## src/rtl/dcache_ctrl.sv

```systemverilog
// ============================================================================
//  Module   : dcache_ctrl
//  Brief    : Direct-mapped, write-back, write-allocate byte data cache
//             in front of a 32-bit-block data memory.
//  Revision : 1.0  initial release
// ============================================================================
`default_nettype none

module dcache_ctrl #(
    parameter int NUM_BLOCKS  = 8,
    parameter int BLOCK_BYTES = 4
) (
    input  logic        CLK,
    input  logic        RESET,
    input  logic        READ,
    input  logic        WRITE,
    input  logic [7:0]  ADDRESS,
    input  logic [7:0]  WRITEDATA,
    output logic [7:0]  READDATA,
    output logic        BUSYWAIT,
    output logic        MEM_READ,
    output logic        MEM_WRITE,
    output logic [5:0]  MEM_ADDRESS,
    output logic [31:0] MEM_WRITEDATA,
    input  logic [31:0] MEM_READDATA,
    input  logic        MEM_BUSYWAIT
);

    localparam int c_IDX_W = $clog2(NUM_BLOCKS);
    localparam int c_OFF_W = $clog2(BLOCK_BYTES);
    localparam int c_TAG_W = 8 - c_IDX_W - c_OFF_W;

    typedef enum logic [1:0] {
        S_IDLE      = 2'd0,
        S_WRITEBACK = 2'd1,
        S_FETCH     = 2'd2,
        S_UPDATE    = 2'd3
    } state_t;

    state_t                 r_state;
    state_t                 w_next;
    logic [31:0]            r_data [NUM_BLOCKS];
    logic [c_TAG_W-1:0]     r_tag  [NUM_BLOCKS];
    logic [NUM_BLOCKS-1:0]  r_valid;
    logic [NUM_BLOCKS-1:0]  r_dirty;
    logic [31:0]            r_fill;
    logic [7:0]             r_rdata;
    logic                   r_seen;

    logic [c_TAG_W-1:0]     w_tag;
    logic [c_IDX_W-1:0]     w_idx;
    logic [c_OFF_W-1:0]     w_off;
    logic [31:0]            w_line;
    logic [7:0]             w_byte;
    logic                   w_hit;
    logic                   w_req;
    logic                   w_done;
    logic                   w_rd_hit;
    logic                   w_wr_hit;

    assign w_tag    = ADDRESS[7 -: c_TAG_W];
    assign w_idx    = ADDRESS[c_OFF_W +: c_IDX_W];
    assign w_off    = ADDRESS[c_OFF_W-1:0];
    assign w_line   = r_data[w_idx];
    assign w_byte   = w_line[{w_off, 3'b000} +: 8];
    assign w_hit    = r_valid[w_idx] && (r_tag[w_idx] == w_tag);
    assign w_req    = READ || WRITE;
    // A transfer is complete once memory has been seen busy and then idle.
    assign w_done   = r_seen && !MEM_BUSYWAIT;
    assign w_rd_hit = (r_state == S_IDLE) && READ && w_hit;
    assign w_wr_hit = (r_state == S_IDLE) && WRITE && w_hit;

    assign BUSYWAIT = RESET && w_req && !((r_state == S_IDLE) && w_hit);
    assign READDATA = w_rd_hit ? w_byte : r_rdata;

    always_comb begin
        w_next        = r_state;
        MEM_READ      = 1'b0;
        MEM_WRITE     = 1'b0;
        MEM_ADDRESS   = 6'd0;
        MEM_WRITEDATA = 32'd0;
        case (r_state)
            S_IDLE: begin
                if (w_req && !w_hit) begin
                    w_next = (r_valid[w_idx] && r_dirty[w_idx]) ? S_WRITEBACK : S_FETCH;
                end
            end
            S_WRITEBACK: begin
                MEM_WRITE     = 1'b1;
                MEM_ADDRESS   = {r_tag[w_idx], w_idx};
                MEM_WRITEDATA = w_line;
                if (w_done) begin
                    w_next = S_FETCH;
                end
            end
            S_FETCH: begin
                MEM_READ    = 1'b1;
                MEM_ADDRESS = ADDRESS[7:2];
                if (w_done) begin
                    w_next = S_UPDATE;
                end
            end
            default: begin
                w_next = S_IDLE;
            end
        endcase
    end

    always_ff @(posedge CLK or negedge RESET) begin
        if (!RESET) begin
            r_state <= S_IDLE;
            r_seen  <= 1'b0;
            r_valid <= '0;
            r_dirty <= '0;
            r_rdata <= 8'd0;
        end else begin
            r_state <= w_next;
            if ((r_state == S_WRITEBACK) || (r_state == S_FETCH)) begin
                if (w_done) begin
                    r_seen <= 1'b0;
                end else if (MEM_BUSYWAIT) begin
                    r_seen <= 1'b1;
                end
            end else begin
                r_seen <= 1'b0;
            end
            if (r_state == S_UPDATE) begin
                r_valid[w_idx] <= 1'b1;
                r_dirty[w_idx] <= 1'b0;
            end else if (w_wr_hit) begin
                r_dirty[w_idx] <= 1'b1;
            end
            if (w_rd_hit) begin
                r_rdata <= w_byte;
            end
        end
    end

    // Line data and tags need no reset; valid bits qualify them.
    always_ff @(posedge CLK) begin
        if ((r_state == S_FETCH) && w_done) begin
            r_fill <= MEM_READDATA;
        end
        if (r_state == S_UPDATE) begin
            r_data[w_idx] <= r_fill;
            r_tag[w_idx]  <= w_tag;
        end else if (w_wr_hit) begin
            r_data[w_idx][{w_off, 3'b000} +: 8] <= WRITEDATA;
        end
    end

endmodule

`default_nettype wire

```

## config.mk

```make
export PLATFORM = sky130hd
export DESIGN_NAME = dcache_ctrl
export DESIGN_NICKNAME = d
export VERILOG_FILES = /design/src/rtl/dcache_ctrl.sv
export SDC_FILE = /design/constraint.sdc
export NUM_CORES = 1
export LEC_CHECK = 0
export BUFFER_PORTS_ARGS = -buffer_cell sky130_fd_sc_hd__buf_2
export CORE_ASPECT_RATIO = 1.4
export CORE_MARGIN = 2
export CORE_UTILIZATION = 65
export CTS_BUF_LIST = sky130_fd_sc_hd__clkbuf_16
export DETAILED_ROUTE_END_ITERATION = 16
export PLACE_DENSITY = 0.91
export SYNTH_ARGS = -nofsm -noshare
export SYNTH_HDL_FRONTEND = slang
export SYNTH_SLANG_ARGS = --single-unit
```

## constraint.sdc

```tcl
create_clock -name CLK -period 8.8 [get_ports CLK]
set_input_delay 0.44 -clock CLK [delete_from_list [all_inputs] [get_ports CLK]]
set_output_delay 0.44 -clock CLK [all_outputs]
set_load 0.01 [all_outputs]
```

### Word level (Yosys, flattened, before mapping)

Memory sizes are Yosys's and may differ from the RTL's.
Cells that the tools add are included.

| word-level totals | value |
|---|---|
| flip-flop bits (word level) | 59 |
| RAM bits | 280 |
| input bits | 53 |
| logic and storage cells | 137 |
| memories kept | 2 |

| cells by class | value |
|---|---|
| add/sub/neg operators | 1 |
| $lt $le $gt $ge | 2 |
| eq/ne operators | 8 |
| shift-type cells | 3 |
| mux-type cells | 58 |
| bitwise operators | 36 |
| reductions and logical operators | 21 |

Memory list:

| name | depth | bits a word | rd ports | clocked after memory_dff | wr ports | RTL line | text |
|---|---|---|---|---|---|---|---|
| r_data | 8 | 32 | 1 | 0 | 1 | 42 | `logic [31:0] r_data [NUM_BLOCKS];` |
| r_tag | 8 | 3 | 1 | 0 | 1 | 43 | `logic [c_TAG_W-1:0] r_tag [NUM_BLOCKS];` |

Operator list:

| cell | count |
|---|---|
| 32-bit 2-to-1 mux | 2 |
| 1-bit 2-to-1 mux | 44 |
| 1-bit OR | 32 |
| 8-bit by 7-bit variable shift with 32-bit output (first input constant) | 1 |
| 32-bit by 6-bit variable part select with 8-bit output | 1 |
| 8-bit by 7-bit variable part select with 32-bit output | 1 |
| 8-bit 2-to-1 mux | 3 |
| 8-bit OR | 2 |
| 1-bit logical AND | 13 |
| 6-bit one-hot mux with 2 select lines | 1 |
| 8-bit AND | 1 |
| 2-bit 2-to-1 mux | 4 |
| 8-bit NOT | 1 |
| 5-bit negator with 7-bit output | 1 |
| 1-bit binary-select mux with 3-bit select | 2 |
| 2-bit one-hot mux with 3 select lines | 1 |
| 2-bit == test (second input constant) | 2 |
| 3-bit by 4-bit less-than comparator with 1-bit output (second input constant) | 1 |
| 2-bit inequality test (second input constant) | 2 |
| 1-bit demux with 3-bit select | 1 |
| 3-bit == test | 1 |
| 3-bit by 1-bit >= comparator with 1-bit output (second input constant) | 1 |
| 1-bit zero test | 3 |
| 3-bit inequality test (second input constant) | 1 |
| 6 further kinds | 7 |

### Longest topological paths before layout

| depth | value |
|---|---|
| word-level depth | 8 |
| gate-level depth with buffers | 11 |

### Least setup slack after synthesis

Ideal clock, no wire load.

| path | value |
|---|---|
| path type | reg2reg |
| start | register r_state[0] |
| end | register r_fill[0], enable pin |
| library setup time | 468 ps |
| arrival time | 3206 ps |
| setup slack | 5126 ps |
| stages on the path, launching flop included | 4 |
| cell sequence | dfrtp_1 -> inv_1 -> ha_1 -> nor3b_1 |

| between the ends | value |
|---|---|
| word-level cells in the longest chain between the ends | 2 |

RTL lines:

| item | RTL line | text |
|---|---|---|
| from (decl) | 40 | `state_t r_state;` |
| from (signal assigned) | 117 | `r_state <= w_next;` |
| 2-bit == test | 141 | `if ((r_state == S_FETCH) && w_done) begin` |
| 1-bit logical AND | 141 |  |
| to (signal assigned) | 142 | `r_fill <= MEM_READDATA;` |
| to (decl) | 46 | `logic [31:0] r_fill;` |

No other way between the ends.
A chain may end at the register's enable or synchronous reset.

### Worst setup path in the final report

| path | value |
|---|---|
| start | input ADDRESS[4] |
| end | output READDATA[7] |

| between the ends | value |
|---|---|
| word-level cells in the longest chain between the ends | 5 |
| elaborated cells on any way between the ends | 9 |
| classes of those cells | eq/ne: 1; shift: 1; mux: 3; reduce/logical: 2; memory: 2 |

RTL lines:

| item | RTL line | text |
|---|---|---|
| from (decl) | 17 | `input logic [7:0] ADDRESS,` |
| parallel branches: the longest is 4 deep, another holds memory read 8 x 32 bit | -- |  |
| 8-bit 2-to-1 mux (*) | -- |  |
| to (decl) | 19 | `output logic [7:0] READDATA,` |

Mark *: on every way between the ends. The select of a mux whose other input is x is not followed.

==> metrics.md <==
| Metric | Value |
|---|---|
| Worst Tran Pin Value | `1220 ps` |
| Most frequent cell after synthesis | `edfxtp_1` |
| Clk root buf | `clkbuf_16` |
| Antenna violation net count after detailed routing | `0` |
| Antenna cells | `0` |
| Final instance area | `0.0162 mm²` |
| H-tree levels | `1` |
| Cells along the critical path | `buf_2, buf_4, nor2b_1, a22oi_1, nand3b_1, nor4b_4, nand4_2, mux2_2, buf_2` |
| Clock network power share | `32.8%` |
| Critical path data required time | `8360 ps` |
| Sequential power share | `50.1%` |
| Fill cells | `1,307` |
| Final HPWL from detailed placement | `26,400 µm` |
| Post-Syn Area per Cell | `15.4 µm²` |
| Starting density of the core | `66.4%` |
| VDD IR max | `0.193 mV` |
| Most used cell, CP | `buf_2` |
| WL final | `39,700 µm` |
| Hold Path Class | `primary input to flop` |
| Grt ovf | `0` |
| PnR worst setup slack | `3540 ps` |
| Seq cells post-synth | `339` |
| CP max stage cell | `nor4b_4` |
| Clk Latency, worst-skew pair | `570 ps` |
| Synth Flop Type | `edfxtp_1` |
| Die Wd | `131 µm` |
| Final Hold Viols | `0` |
| Total negative setup slack | `0 ps` |
| CTS tree | `built` |
| Final #Nets | `1,105` |
| EDFF count, synth | `312` |
| I/O pin count | `102` |
| Initial antenna violation count | `1` |
| Internal power | `2810 µW` |
| Area contributors post-synth | `edfxtp_1, mux2i_1, dfrtp_1, mux4_2, mux2_2` |
| Yosys cell types | `65` |
| Max-cap violations | `0` |
| Synthesis-to-finish area growth | `11.5%` |
| Total track usage | `33.8%` |
| DP Area | `0.0153 mm²` |
| Row cnt | `64` |
| Area of the multi-input gates | `0.00408 mm²` |
| Via density per instance | `6.92` |
| RSZ-0062 raised after global routing | `no` |
| Final design utilization | `74.0%` |
| Logic pwr share | `17.1%` |
| Delay-heaviest family, CP | `simple AND/OR/NAND/NOR gates` |
| Yosys top cell area share | `64.3%` |
| Startpoint types | `primary input` |
| RD Place Congestion | `0.982` |
| CP max FO | `46` |
| Post-CTS Setup Inserts | `0` |
| Full die area | `0.0236 mm²` |
| Sw Share | `28.0%` |
| Seq/Total Area, Yosys | `69.0%` |
| Post-synthesis cell count | `948` |
| Commonest cells post-synth | `edfxtp_1, mux2i_1, nand2_1` |
| Status | `finished clean` |
| Maximum clock rate | `190 MHz` |
| Slew HR | `18.8%` |
| Post-detailed-route wirelength per cell | `29.1 µm` |
| Leakage power | `0.00607 µW` |
| Synthesized area | `0.0146 mm²` |
| I/O Buffers | `101` |
| Synth area leader | `edfxtp_1` |
| Final Max Slew Viols | `0` |
| Switch Pwr | `1090 µW` |
| Vias in the first global route | `9,156` |
| First-pass DRT Iterations | `6` |
| Die Span Y | `181 µm` |
| Pwr Total | `3900 µW` |
| Max Root-Sink Buffers | `3` |
| Final setup vio count | `0` |
| Share of layout cells above drive strength 1 | `23.1%` |
| WP buf/inv | `3` |
| Clk sink count | `339` |
| CP Capture Type | `output pin` |
| CTS clk-pin slew, worst paths | `60 ps` |
| Ys async rst share | `7.96%` |
| Largest net degree at the start of global routing | `65` |
| Wire length of the first global-routing pass | `57,200 µm` |
| Post-synthesis net count | `1,010` |
| Clk_skew | `15.0 ps` |
| Pwr/cell area | `240 mW/mm²` |
| CP arrival | `4820 ps` |
| Register area | `0.0100 mm²` |
| Initial drt markers | `1,562` |
| CP peak stage delay | `900 ps` |
| Part of the cycle the worst path needs | `59.7%` |
| Pre-CTS setup slack | `3730 ps` |
| Warnings from Yosys | `0` |
| Type of the worst setup path | `primary input to output pin` |
| Placeable Area | `0.0219 mm²` |
| Crit path time final | `5260 ps` |
| Drc violations | `0` |
| DR vias | `9,443` |
| Num CTS Buffers | `31` |
==> power groups by stage <==
stage / Combinational (µW) / Clock (µW) / Sequential (µW)
6_report: 665 / 1280 / 1960
5_1_grt: 705 / 1340 / 1960
4_1_cts: 648 / 1280 / 1950
3_5_place_dp: 641 / 0 / 1990
3_3_place_gp: 621 / 0 / 1980
2_1_floorplan: 416 / 0 / 1970
==> path summary, 6_finish.rpt <==
| path | start | end | depth (start not counted) | slack [ps] |
|---|---|---|---|---|
| max in group asynchronous | RESET | r_rdata[5] | 2 | 7870 |
| worst max register to register | r_tag[0][2] | r_data[0][3] | 6 | 5280 |
| min in group asynchronous | RESET | r_rdata[7] | 2 | 460 |
| worst min register to register | r_valid[2] | r_valid[2] | 1 | 470 |
| worst max-delay path | ADDRESS[4] | READDATA[7] | 9 | 3540 |
| worst min-delay path | MEM_READDATA[19] | r_fill[19] | 1 | 50 |
==> cell type report <==
type                    instances  share of cell area [%]
multi-input cells             507                    25.1
repair buffers                109                    3.51
flip-flops and latches        339                    61.9
well taps                     297                    2.29
inverters                      55                    1.27
clock buffers                  33                    5.09
clock inverters                24                   0.855
==> through the flow <==
step | std cells | hold WS [ps]
6_report | 1364 | 47.8
3_3_place_gp | 1306 | 448
2_1_floorplan | 948 | 144
5_1_grt | 1364 | 45.2
4_1_cts | 1364 | 44.6
3_5_place_dp | 1306 | 454
==> what timing repair did <==
action,4_1_cts,5_1_grt
hold buffers,1,0
hold endpoints to repair,27,0
gates resized for setup,0,0
==> registers in the layout, summed over array words and instances, names as in the netlist, named ones only <==
name,cells
r_data,256
r_valid,8
r_fill,32
r_state,2
r_rdata,8
r_seen,1
r_tag,24
==> kinds of logic (layout without fill, tap and decap cells) <==
kind of cell	Yosys count	in the layout	share of synthesized area, %
AO/OA/AOI/OAI	139	139	7.85
adder cells (fa/ha/maj)	9	9	0.773
buffers and inverters	102	221	3.06
flip-flops	339	339	69.0
multiplexers	136	136	12.0
AND/OR/NAND/NOR	223	223	7.35
==> placed cells by master, fill, tap and decap left out, types with 9 or more instances in the layout <==
master,count
a221oi_1,12
edfxtp_1,312
mux4_2,28
mux2i_1,79
and3_1,10
buf_2,100
inv_1,57
a21oi_1,24
nand2_1,74
mux2_2,28
dfrtp_1,27
a22oi_1,13
clkbuf_16,33
ha_1,9
nor2_1,73
o21ai_0,15
a211oi_1,9
==> metal layers <==
metal  global-route usage, %  vias up  part of all wire, %
met5                       0        -                    0
met4                    20.9        0                  8.2
met3                    8.68      220                   14
met2                    52.1      927                   46
met1                    43.1     4476                   32
li1                        -     3820                    -
(Power assumes the default switching activity.)
